## src/rtl/fetch_pc_unit_pkg.sv

```systemverilog
// fetch_pc_unit shared definitions
// widths, FSM encoding, trap cause
package fetch_pc_unit_pkg;

   localparam int XLEN        = 64;
   localparam int INSTR_BYTES = 4;

   localparam logic [XLEN-1:0] CAUSE_INSTR_MISALIGNED = '0;

   typedef enum logic [1:0] {
      BOOT = 2'd0,
      RUN  = 2'd1,
      TRAP = 2'd2
   } state_t;

   function automatic logic is_misaligned(input logic [1:0] lo);
      return lo != 2'b00;
   endfunction

endpackage

```

## src/rtl/fetch_pc_unit_if.sv

```systemverilog
// fetch_pc_unit control/redirect bundle
// master = controller side, slave = PC unit
interface fetch_pc_unit_if #(
   parameter int XLEN = 64
);

   logic            stall;
   logic            branch_taken;
   logic [XLEN-1:0] branch_target;
   logic            jump_taken;
   logic            jump_is_jalr;
   logic [XLEN-1:0] jump_target;
   logic            trap_ack;
   logic [XLEN-1:0] instr_address;
   logic [XLEN-1:0] pc_plus4;
   logic            fetch_valid;
   logic            trap_pending;
   logic [XLEN-1:0] trap_epc;
   logic [XLEN-1:0] trap_tval;
   logic [63:0]     instret;

   modport master (
      output stall, branch_taken, branch_target,
      output jump_taken, jump_is_jalr, jump_target,
      output trap_ack,
      input  instr_address, pc_plus4, fetch_valid,
      input  trap_pending, trap_epc, trap_tval, instret
   );

   modport slave (
      input  stall, branch_taken, branch_target,
      input  jump_taken, jump_is_jalr, jump_target,
      input  trap_ack,
      output instr_address, pc_plus4, fetch_valid,
      output trap_pending, trap_epc, trap_tval, instret
   );

endinterface

```

## src/rtl/fetch_pc_unit_next_pc_select.sv

```systemverilog
// next-PC priority mux: jump > branch > PC+4
// JALR bit-0 clear and misaligned-target detect
import fetch_pc_unit_pkg::*;

module next_pc_select #(
   parameter int              XLEN        = fetch_pc_unit_pkg::XLEN,
   parameter logic [XLEN-1:0] TRAP_VECTOR = 'h100
) (
   input  logic [XLEN-1:0] pc,
   input  logic            branch_taken,
   input  logic [XLEN-1:0] branch_target,
   input  logic            jump_taken,
   input  logic            jump_is_jalr,
   input  logic [XLEN-1:0] jump_target,
   output logic [XLEN-1:0] next_pc,
   output logic            misaligned,
   output logic [XLEN-1:0] tval
);

   logic [XLEN-1:0] jmp_eff;
   logic [XLEN-1:0] tgt;
   logic            redirect;

   // pick redirect target, fall back to sequential, trap on bad alignment
   always_comb begin
      jmp_eff    = jump_target;
      tgt        = '0;
      redirect   = 1'b0;
      if (jump_is_jalr) jmp_eff[0] = 1'b0;
      if (jump_taken) begin
         tgt      = jmp_eff;
         redirect = 1'b1;
      end else if (branch_taken) begin
         tgt      = branch_target;
         redirect = 1'b1;
      end
      misaligned = redirect && is_misaligned(tgt[1:0]);
      tval       = tgt;
      if (misaligned)    next_pc = TRAP_VECTOR;
      else if (redirect) next_pc = tgt;
      else               next_pc = pc + XLEN'(INSTR_BYTES);
   end

endmodule

```

## src/rtl/fetch_pc_unit.sv

```systemverilog
// PC register, BOOT/RUN/TRAP FSM, trap capture
// and retired-instruction counter
import fetch_pc_unit_pkg::*;

module fetch_pc_unit #(
   parameter int              XLEN        = fetch_pc_unit_pkg::XLEN,
   parameter logic [XLEN-1:0] RESET_PC    = '0,
   parameter logic [XLEN-1:0] TRAP_VECTOR = 'h100
) (
   input logic             clk,
   input logic             rst,
   fetch_pc_unit_if.slave  bus
);

   state_t          state;
   state_t          state_nx;
   logic            advance;
   logic            fv;
   logic [XLEN-1:0] pc;
   logic [XLEN-1:0] next_pc;
   logic            mis;
   logic [XLEN-1:0] tval_w;
   logic            pend;
   logic [XLEN-1:0] epc;
   logic [XLEN-1:0] tval;
   logic [63:0]     cnt;

   next_pc_select #(
      .XLEN        (XLEN),
      .TRAP_VECTOR (TRAP_VECTOR)
   ) u_sel (
      .pc            (pc),
      .branch_taken  (bus.branch_taken),
      .branch_target (bus.branch_target),
      .jump_taken    (bus.jump_taken),
      .jump_is_jalr  (bus.jump_is_jalr),
      .jump_target   (bus.jump_target),
      .next_pc       (next_pc),
      .misaligned    (mis),
      .tval          (tval_w)
   );

   // FSM state register
   always_ff @(posedge clk) begin
      if (!rst) state <= BOOT;
      else      state <= state_nx;
   end

   // FSM next state; a stall freezes state along with the PC
   always_comb begin
      state_nx = state;
      fv       = 1'b0;
      advance  = 1'b0;
      unique case (state)
         BOOT: begin
            if (!bus.stall) state_nx = RUN;
         end
         RUN: begin
            fv      = !bus.stall;
            advance = !bus.stall;
            if (advance && mis) state_nx = TRAP;
         end
         TRAP: begin
            fv      = !bus.stall;
            advance = !bus.stall;
            if (advance && !mis && bus.trap_ack) state_nx = RUN;
         end
         default: state_nx = BOOT;
      endcase
   end

   // PC, counter and trap capture; a new trap beats a same-cycle ack
   always_ff @(posedge clk) begin
      if (!rst) begin
         pc   <= RESET_PC;
         cnt  <= '0;
         pend <= 1'b0;
         epc  <= '0;
         tval <= '0;
      end else begin
         if (advance) begin
            pc  <= next_pc;
            cnt <= cnt + 64'd1;
         end
         if (advance && mis) begin
            pend <= 1'b1;
            epc  <= pc;
            tval <= tval_w;
         end else if (bus.trap_ack) begin
            pend <= 1'b0;
         end
      end
   end

   assign bus.instr_address = pc;
   assign bus.pc_plus4      = pc + XLEN'(INSTR_BYTES);
   assign bus.fetch_valid   = fv && rst;
   assign bus.trap_pending  = pend;
   assign bus.trap_epc      = epc;
   assign bus.trap_tval     = tval;
   assign bus.instret       = cnt;

endmodule

```

## src/flat_wrapper.sv

```systemverilog
// flat-port wrapper written by rule: the top's interface ports become plain ports
module fetch_pc_unit_flat 
#(
   parameter int              XLEN        = fetch_pc_unit_pkg::XLEN,
   parameter logic [XLEN-1:0] RESET_PC    = '0,
   parameter logic [XLEN-1:0] TRAP_VECTOR = 'h100
)
  (clk, rst, bus_stall, bus_branch_taken, bus_branch_target, bus_jump_taken, bus_jump_is_jalr, bus_jump_target, bus_trap_ack, bus_instr_address, bus_pc_plus4, bus_fetch_valid, bus_trap_pending, bus_trap_epc, bus_trap_tval, bus_instret);
  fetch_pc_unit_if #(.XLEN(XLEN)) bus_i ();
  input logic clk;
  input logic rst;
  input wire logic [$bits(bus_i.stall)-1:0] bus_stall;
  input wire logic [$bits(bus_i.branch_taken)-1:0] bus_branch_taken;
  input wire logic [$bits(bus_i.branch_target)-1:0] bus_branch_target;
  input wire logic [$bits(bus_i.jump_taken)-1:0] bus_jump_taken;
  input wire logic [$bits(bus_i.jump_is_jalr)-1:0] bus_jump_is_jalr;
  input wire logic [$bits(bus_i.jump_target)-1:0] bus_jump_target;
  input wire logic [$bits(bus_i.trap_ack)-1:0] bus_trap_ack;
  output wire logic [$bits(bus_i.instr_address)-1:0] bus_instr_address;
  output wire logic [$bits(bus_i.pc_plus4)-1:0] bus_pc_plus4;
  output wire logic [$bits(bus_i.fetch_valid)-1:0] bus_fetch_valid;
  output wire logic [$bits(bus_i.trap_pending)-1:0] bus_trap_pending;
  output wire logic [$bits(bus_i.trap_epc)-1:0] bus_trap_epc;
  output wire logic [$bits(bus_i.trap_tval)-1:0] bus_trap_tval;
  output wire logic [$bits(bus_i.instret)-1:0] bus_instret;
  assign bus_i.stall = bus_stall;
  assign bus_i.branch_taken = bus_branch_taken;
  assign bus_i.branch_target = bus_branch_target;
  assign bus_i.jump_taken = bus_jump_taken;
  assign bus_i.jump_is_jalr = bus_jump_is_jalr;
  assign bus_i.jump_target = bus_jump_target;
  assign bus_i.trap_ack = bus_trap_ack;
  assign bus_instr_address = bus_i.instr_address;
  assign bus_pc_plus4 = bus_i.pc_plus4;
  assign bus_fetch_valid = bus_i.fetch_valid;
  assign bus_trap_pending = bus_i.trap_pending;
  assign bus_trap_epc = bus_i.trap_epc;
  assign bus_trap_tval = bus_i.trap_tval;
  assign bus_instret = bus_i.instret;
  fetch_pc_unit #(.XLEN(XLEN), .RESET_PC(RESET_PC), .TRAP_VECTOR(TRAP_VECTOR)) u_core (.clk(clk), .rst(rst), .bus(bus_i));
endmodule
```

## config.mk

```make
export PLATFORM = sky130hd
export DESIGN_NAME = fetch_pc_unit_flat
export DESIGN_NICKNAME = d
export VERILOG_FILES = /design/src/rtl/fetch_pc_unit_pkg.sv /design/src/rtl/fetch_pc_unit_if.sv /design/src/rtl/fetch_pc_unit_next_pc_select.sv /design/src/rtl/fetch_pc_unit.sv /design/src/flat_wrapper.sv
export SDC_FILE = /design/constraint.sdc
export NUM_CORES = 1
export LEC_CHECK = 0
export ABC_AREA = 1
export BUFFER_PORTS_ARGS = -buffer_cell sky130_fd_sc_hd__buf_2
export CAP_MARGIN = 20
export CORE_AREA = 2 2 176 178
export DETAILED_ROUTE_END_ITERATION = 7
export DIE_AREA = 0 0 178 180
export HOLD_SLACK_MARGIN = 0.08
export PLACE_DENSITY = 0.71
export SLEW_MARGIN = 20
export SYNTH_ARGS = -nofsm -noshare
export SYNTH_HDL_FRONTEND = slang
export SYNTH_SLANG_ARGS = --single-unit
export TNS_END_PERCENT = 50
```

## constraint.sdc

```tcl
create_clock -name clk -period 2.29 [get_ports clk]
set_input_delay 0.229 -clock clk [delete_from_list [all_inputs] [get_ports clk]]
set_output_delay 0.229 -clock clk [all_outputs]
set_load 0.1 [all_outputs]
```

# Word-level counts from Yosys, hierarchy flattened
# Index checks and enable logic that the tools add are counted.
[totals]
latchBits = 0
romBits = 0
ram_bits = 0
wordCells = 40
mem_count = 0
regBits = 259
out_inout_bits = 322
[classes]
n_eq_ne = 5
addsub = 2
n_div = 0
bitwise = 0
shifts = 0
n_lt_le_gt_ge = 0
muxes = 14
mul = 0
reduce_logical = 13
[ops]
columns = ["operator", "count"]
rows = [
  ["$mux 64", 4],
  ["$add 64x1->64 const B", 1],
  ["$add 64x3->64 const B", 1],
  ["$logic_and 1x1->1", 6],
  ["$mux 1", 6],
  ["$mux 2", 3],
  ["$pmux 2 s3", 1],
  ["$ne 2x1->1 const B", 2],
  ["$reduce_bool 2->1", 2],
  ["$reduce_and 3->1", 1],
  ["$eq 2x1->1 const B", 1],
  ["$eq 2x2->1 const B", 1],
  ["$logic_not 1->1", 2],
  ["$logic_not 2->1", 1],
  ["$ne 2x2->1 const B", 1],
  ["$reduce_or 2->1", 1],
]

# Longest topological paths before layout
[logic_depth]
depth_word = 9
depth_mapped = 14

# Modules after synthesis
# From an unflattened synthesis, not the netlist that was laid out.
[unflattened]
hier_cells = 2578
area_unflattened_um2 = 16087.9
[by_module_without_submodules]
columns = ["mod", "seq_area_each_um2", "cells_each", "n_inst", "area_each_um2"]
rows = [
  ["fetch_pc_unit", 5185.0, 1851, 1, 12610.8],
  ["next_pc_select", 0.0, 727, 1, 3477.1],
]

# Least setup slack after synthesis
# OpenSTA, ideal clock, no wires.
[synth_path]
path_kind = "register to register"
from = "reg u_core.pc[2], in the netlist u_core.bus.instr_address[2]"
to = "reg u_core.pc[27], in the netlist u_core.bus.instr_address[27]"
setup_time_ps = 70
arrival_ps = 4369
setup_slack_ps = -2150
period_less_slack_ps = 4440
n_path_buf = 0
path_stages_with_launch = 11
t_required_ps = 2220
cell_sequence = "dfxtp_1 inv_1 nor2_4 nand3_2 inv_1 nand2_1 xnor2_1 nand2_1 nand2_1 nand2_1 a21oi_1"
[synth_between]
elab_chain_cells = 3
[synth_rtl]
columns = ["item", "line", "text"]
rows = [
  ["start: declaration", "fetch_pc_unit.sv:19", "logic [XLEN-1:0] pc;"],
  ["start signal: assignment", "fetch_pc_unit.sv:82", "pc <= next_pc;"],
  ["$add 64x3->64", "--", ""],
  ["named net bus_pc_plus4[27]", "flat_wrapper.sv:20", "output wire logic [$bits(bus_i.pc_plus4)-1:0] bus_pc_plus4;"],
  ["$mux 64", "fetch_pc_unit_next_pc_select.sv:40", "else if (redirect) next_pc = tgt;"],
  ["$mux 64", "fetch_pc_unit_next_pc_select.sv:39", "if (misaligned) next_pc = TRAP_VECTOR;"],
]
# The timed path passes the listed nets, and every way through them passes these cells.
# A chain may end at the register's enable or synchronous reset.

# Worst setup path after layout
[layout_path]
from = "reg u_core.pc[45], in the netlist u_core.bus.instr_address[45]"
to = "out bus_pc_plus4[62]"
[layout_between]
elab_chain_cells = 1
[layout_rtl]
columns = ["item", "line", "text"]
rows = [
  ["$add 64x3->64", "fetch_pc_unit.sv:96", "assign bus.pc_plus4 = pc + XLEN'(INSTR_BYTES);"],
  ["end: declaration", "flat_wrapper.sv:20", ""],
]
# No other way between the ends.

==> results by group <==
Floorplanning
  • Initial Util: 43.7%
  • Chip height: 180 µm
  • Placeable Area: 30200 µm²
  • Site row count: 64
  • Die Area: 32000 µm²
  • Ports: 457
  • Die X: 178 µm

Placed design
  • Port Buffers: 456
  • Half-perimeter wire length after placement: 40200 µm
  • RePlAce Congestion: 1.03
  • Placed cells: 2760
  • Place WS: 0.0984 ns

Worst setup path
  • CP Launch Point: u_core.bus.instr_address[45]$_SDFFE_PN0P_
  • Worst r2r src: u_core.bus.instr_address[45]$_SDFFE_PN0P_
  • CP most frequent cell: nand2_1
  • Reg2reg path depth: 18
  • R2R setup slack: -0.12 ns
  • Required time of the critical path: 2.06 ns
  • CP Max Fanout: 5
  • CP Data Arrival Time: 2.34 ns
  • CP max stage cell: dfxtp_2
  • CP Cell Sequence: buf_4, nand2_1, nor2_2, nand2_1, nor2_4, nand2_1, o21bai_1, and2_4, buf_12
  • Largest stage delay, worst path: 0.39 ns
  • Crit path to: bus_pc_plus4[62]
  • CP Capture Type: primary output
  • Crit path launch type: register
  • Crit Path Category: reg2out
  • FF-to-FF End: u_core.bus.instr_address[62]$_SDFFE_PN0P_

Global route
  • Met2 Use GR: 58.7%
  • Met1 usage: 39.3%
  • Global-route wire length before repair: 85800 µm
  • Vias in the first global route: 15.8k
  • Met3 Use GR: 7.38%
  • Congestion Overflow GR: 0
  • All-Layer GR Usage: 33.9%
  • Largest net degree at the start of global routing: 169
  • Initial antenna violation count: 1
  • Most Crowded Layer GR: met2

CTS
  • Root Buffer: clkbuf_16
  • Longest Clk Path Bufs: 3
  • CTS buffer count: 30
  • Sink Count: 259
  • Clock transition at path regs: 0.06 ns
  • Worst skew pair latency: 0.56 ns
  • CTS tree: done
  • Maximum level of the CTS H-tree: 1

Routing
  • Final ANT Viol Nets: 0
  • WL/cell: 19.0 µm
  • Starting DRT DRC Count: 1178
  • Vias per cell: 5.37
  • Drt first pass iters: 6
  • Drt total wl: 57100 µm
  • Routed via count: 16.1k
  • DRC Markers: 0

STA
  • Final setup fails: 56
  • Slew HR: 46.9%
  • FMAX: 390 MHz
  • Clk_skew: 0.0144 ns
  • Final worst slack: -0.276 ns
  • Total negative slack: -7.87 ns
  • Final worst path period share: 112%
  • Worst Tran Pin Value: 0.796 ns
  • Post-layout min period: 2.57 ns
  • Final hold vios: 0
  • Max-slew violation count: 0
  • Unrepaired setup endpoints after global routing: yes

Synthesis
  • Largest family of logic cells by synthesized area: simple AND/OR/NAND/NOR gates
  • Ys Warns: 0
  • Mapped cell area: 13200 µm²
  • FF+latch count, synth: 259
  • Syn Nets: 2071
  • Xor/xnor share of the synthesized area: 3.75%
  • Mapped Cells: 1931
  • Compound-Gate Fraction of Synth Area: 18.5%
  • Post-Synth Simple-Gate Area: 31.2%
  • Mux cell area share after synthesis: 0%
  • Synth unique cells: 43
  • Adder-Cell Fraction of Synth Area: 0.474%
  • Syn Area/Cell: 6.84 µm²
  • Sequential area share after synthesis: 39.3%

Hold path
  • Hold Crit Class: in2reg

Pwr
  • Switching Power: 10.5 mW
  • Static leakage: 9.28 nW
  • Logic pwr share: 47.7%
  • Peak supply drop: 1.14 mV
  • Flop pwr share: 27.0%
  • Pwr dens: 980 nW/µm²
  • Clk network pwr share: 25.3%
  • Sw Share: 49.9%
  • Pint: 10.6 mW

Cells and area
  • Area Overhead vs Synth: 63.1%
  • Commonest cells after routing, fill and taps aside: nand2_1 (444), buf_2 (394), dfxtp_1 (211)
  • Share of post-route cells with drive strength above 1: 36.7%
  • Commonest non-fill, non-tap cell in the layout: nand2_1
  • Final net count: 2722
  • Fin cells: 3003
  • # fillers: 2363

Flow run
  • Max-Cap Viols: 0

Status
  • Failing checks: negative setup slack
  • Status: finished, violations left
-- registers in the layout, summed over array words and instances, names as in the netlist --
name,cells
u_core.bus.instret,64
u_core.bus.instr_address,64
u_core.bus.trap_tval,64
u_core.bus.trap_epc,64
u_core.state,2
u_core.bus.trap_pending,1
-- Yosys cell counts --
| library cell | count | area (µm²) |
|---|---|---|
| xnor2_1 | 17 | 149 |
| nor3_2 | 1 | 10.0 |
| buf_2 | 26 | 130 |
| a22oi_2 | 1 | 12.5 |
| o21bai_1 | 4 | 30.0 |
| nand2_1 | 501 | 1880 |
| a211oi_1 | 1 | 7.51 |
| or2_1 | 1 | 6.26 |
| nor3_1 | 35 | 175 |
| a31oi_1 | 1 | 6.26 |
| nand2_4 | 7 | 78.8 |
| nand2_2 | 18 | 113 |
| o21a_1 | 6 | 45.0 |
| nor2_4 | 7 | 78.8 |
| xor2_1 | 21 | 184 |
| nor3b_1 | 2 | 15.0 |
| nor2_1 | 253 | 950 |
| inv_4 | 1 | 6.26 |
| o21ai_2 | 1 | 8.76 |
| buf_1 | 2 | 7.51 |
| nor2_2 | 19 | 119 |
| inv_2 | 5 | 18.8 |
| a21oi_2 | 5 | 43.8 |
| xnor2_2 | 10 | 163 |
| nand3_1 | 56 | 280 |
| inv_1 | 129 | 484 |
| a22oi_1 | 62 | 465 |
| o21ai_1 | 9 | 45.0 |
| nor4_2 | 1 | 12.5 |
| nor3_4 | 2 | 32.5 |
| dfxtp_1 | 259 | 5180 |
| nor4_1 | 4 | 25.0 |
| nand4_1 | 25 | 156 |
| ha_1 | 5 | 62.6 |
| clkbuf_1 | 56 | 210 |
| nand3b_1 | 2 | 15.0 |
| and2_1 | 12 | 75.1 |
| nor2_8 | 4 | 80.1 |
| o21bai_2 | 2 | 22.5 |
| o21ai_0 | 166 | 831 |
| buf_4 | 5 | 37.5 |
| nand3_2 | 2 | 20.0 |
| a21oi_1 | 185 | 926 |
-- how the worst min path moves through the flow --
stage / from / end / slack, ns / depth (start not counted)
finish: bus_jump_target[48] / u_core.bus.instr_address[48]$_SDFFE_PN0P_ / 0.1 / 5
global route: bus_jump_target[36] / u_core.bus.trap_tval[36]$_SDFFE_PN0P_ / 0.11 / 3
CTS: bus_jump_target[8] / u_core.bus.instr_address[8]$_SDFFE_PN0P_ / 0.08 / 3
detailed placement: u_core.bus.trap_pending$_SDFFE_PN0P_ / u_core.bus.trap_pending$_SDFFE_PN0P_ / 0.46 / 2
global placement: u_core.bus.trap_epc[10]$_SDFFE_PN0P_ / u_core.bus.trap_epc[10]$_SDFFE_PN0P_ / 0.46 / 2
floorplan: bus_trap_ack / u_core.bus.trap_pending$_SDFFE_PN0P_ / 0.40 / 3
-- repair_timing --
| item | CTS | global route |
|---|---|---|
| hold buffers | 116 | 0 |
| resized for setup | 159 | 122 |
| setup buffers | 43 | 32 |
| hold endpoints to repair | 69 | 0 |
| pin swaps | 59 | 49 |
| setup endpoints to repair | 59 | 70 |
-- layer usage --
| layer | wire, µm | up-vias |
|---|---|---|
| li1 | - | 7652 |
| met5 | 0 | - |
| met3 | 4670 | 179 |
| met1 | 21700 | 7506 |
| met4 | 2970 | 0 |
| met2 | 27800 | 789 |
-- logic make-up (layout without fill, tap and decap cells) --
| group | after synthesis | in the layout |
|---|---|---|
| AOI/OAI and AO/OA | 443 | 443 |
| and+or+nand+nor | 952 | 952 |
| other | 0 | 1 |
| xor gates and xnor gates | 48 | 48 |
| DFF | 259 | 259 |
| adders and majority gates | 5 | 5 |
| buffers and inverters | 224 | 899 |
-- power groups by stage --
stage	Sequential, mW	Combinational [mW]	Clock (mW)
2_1_floorplan	10.5	2.70	0
3_3_place_gp	5.74	9.51	0
3_5_place_dp	5.76	9.58	0
4_1_cts	5.67	9.93	5.39
5_1_grt	5.77	10.4	5.58
6_report	5.69	10.1	5.34
-- through the flow --
stage | hold WS [ns] | power (mW) | cell area (µm²) | util (%)
2_1_floorplan | 0.401 | 13.2 | 14000 | -
3_3_place_gp | 0.460 | 15.3 | 17700 | 58.8
3_5_place_dp | 0.458 | 15.3 | 17700 | 58.8
4_1_cts | 0.0803 | 21.0 | 20900 | 69.1
5_1_grt | 0.111 | 21.8 | 21500 | 71.3
6_report | 0.0958 | 21.1 | 21500 | 71.3
-- layout make-up --
class	count	area (µm²)	share of cell area [%]
well taps	396	495	2.30
clock inverters	19	268	1.24
repair buffers	708	5560	25.8
multi-input cells	1448	8530	39.6
diodes	1	2.50	0.0116
flip-flops and latches	259	5310	24.6
clock buffers	37	838	3.89
inverters	135	529	2.46
-- worst max-delay path: cells and delay by family, from the launching register on --
kind            cells  cell delay [ns]
simple gates        6             0.88
compound gates      1             0.18
buf+inv             2             0.32
flops               1             0.39
No activity file was read; power rests on OpenSTA's default activity.
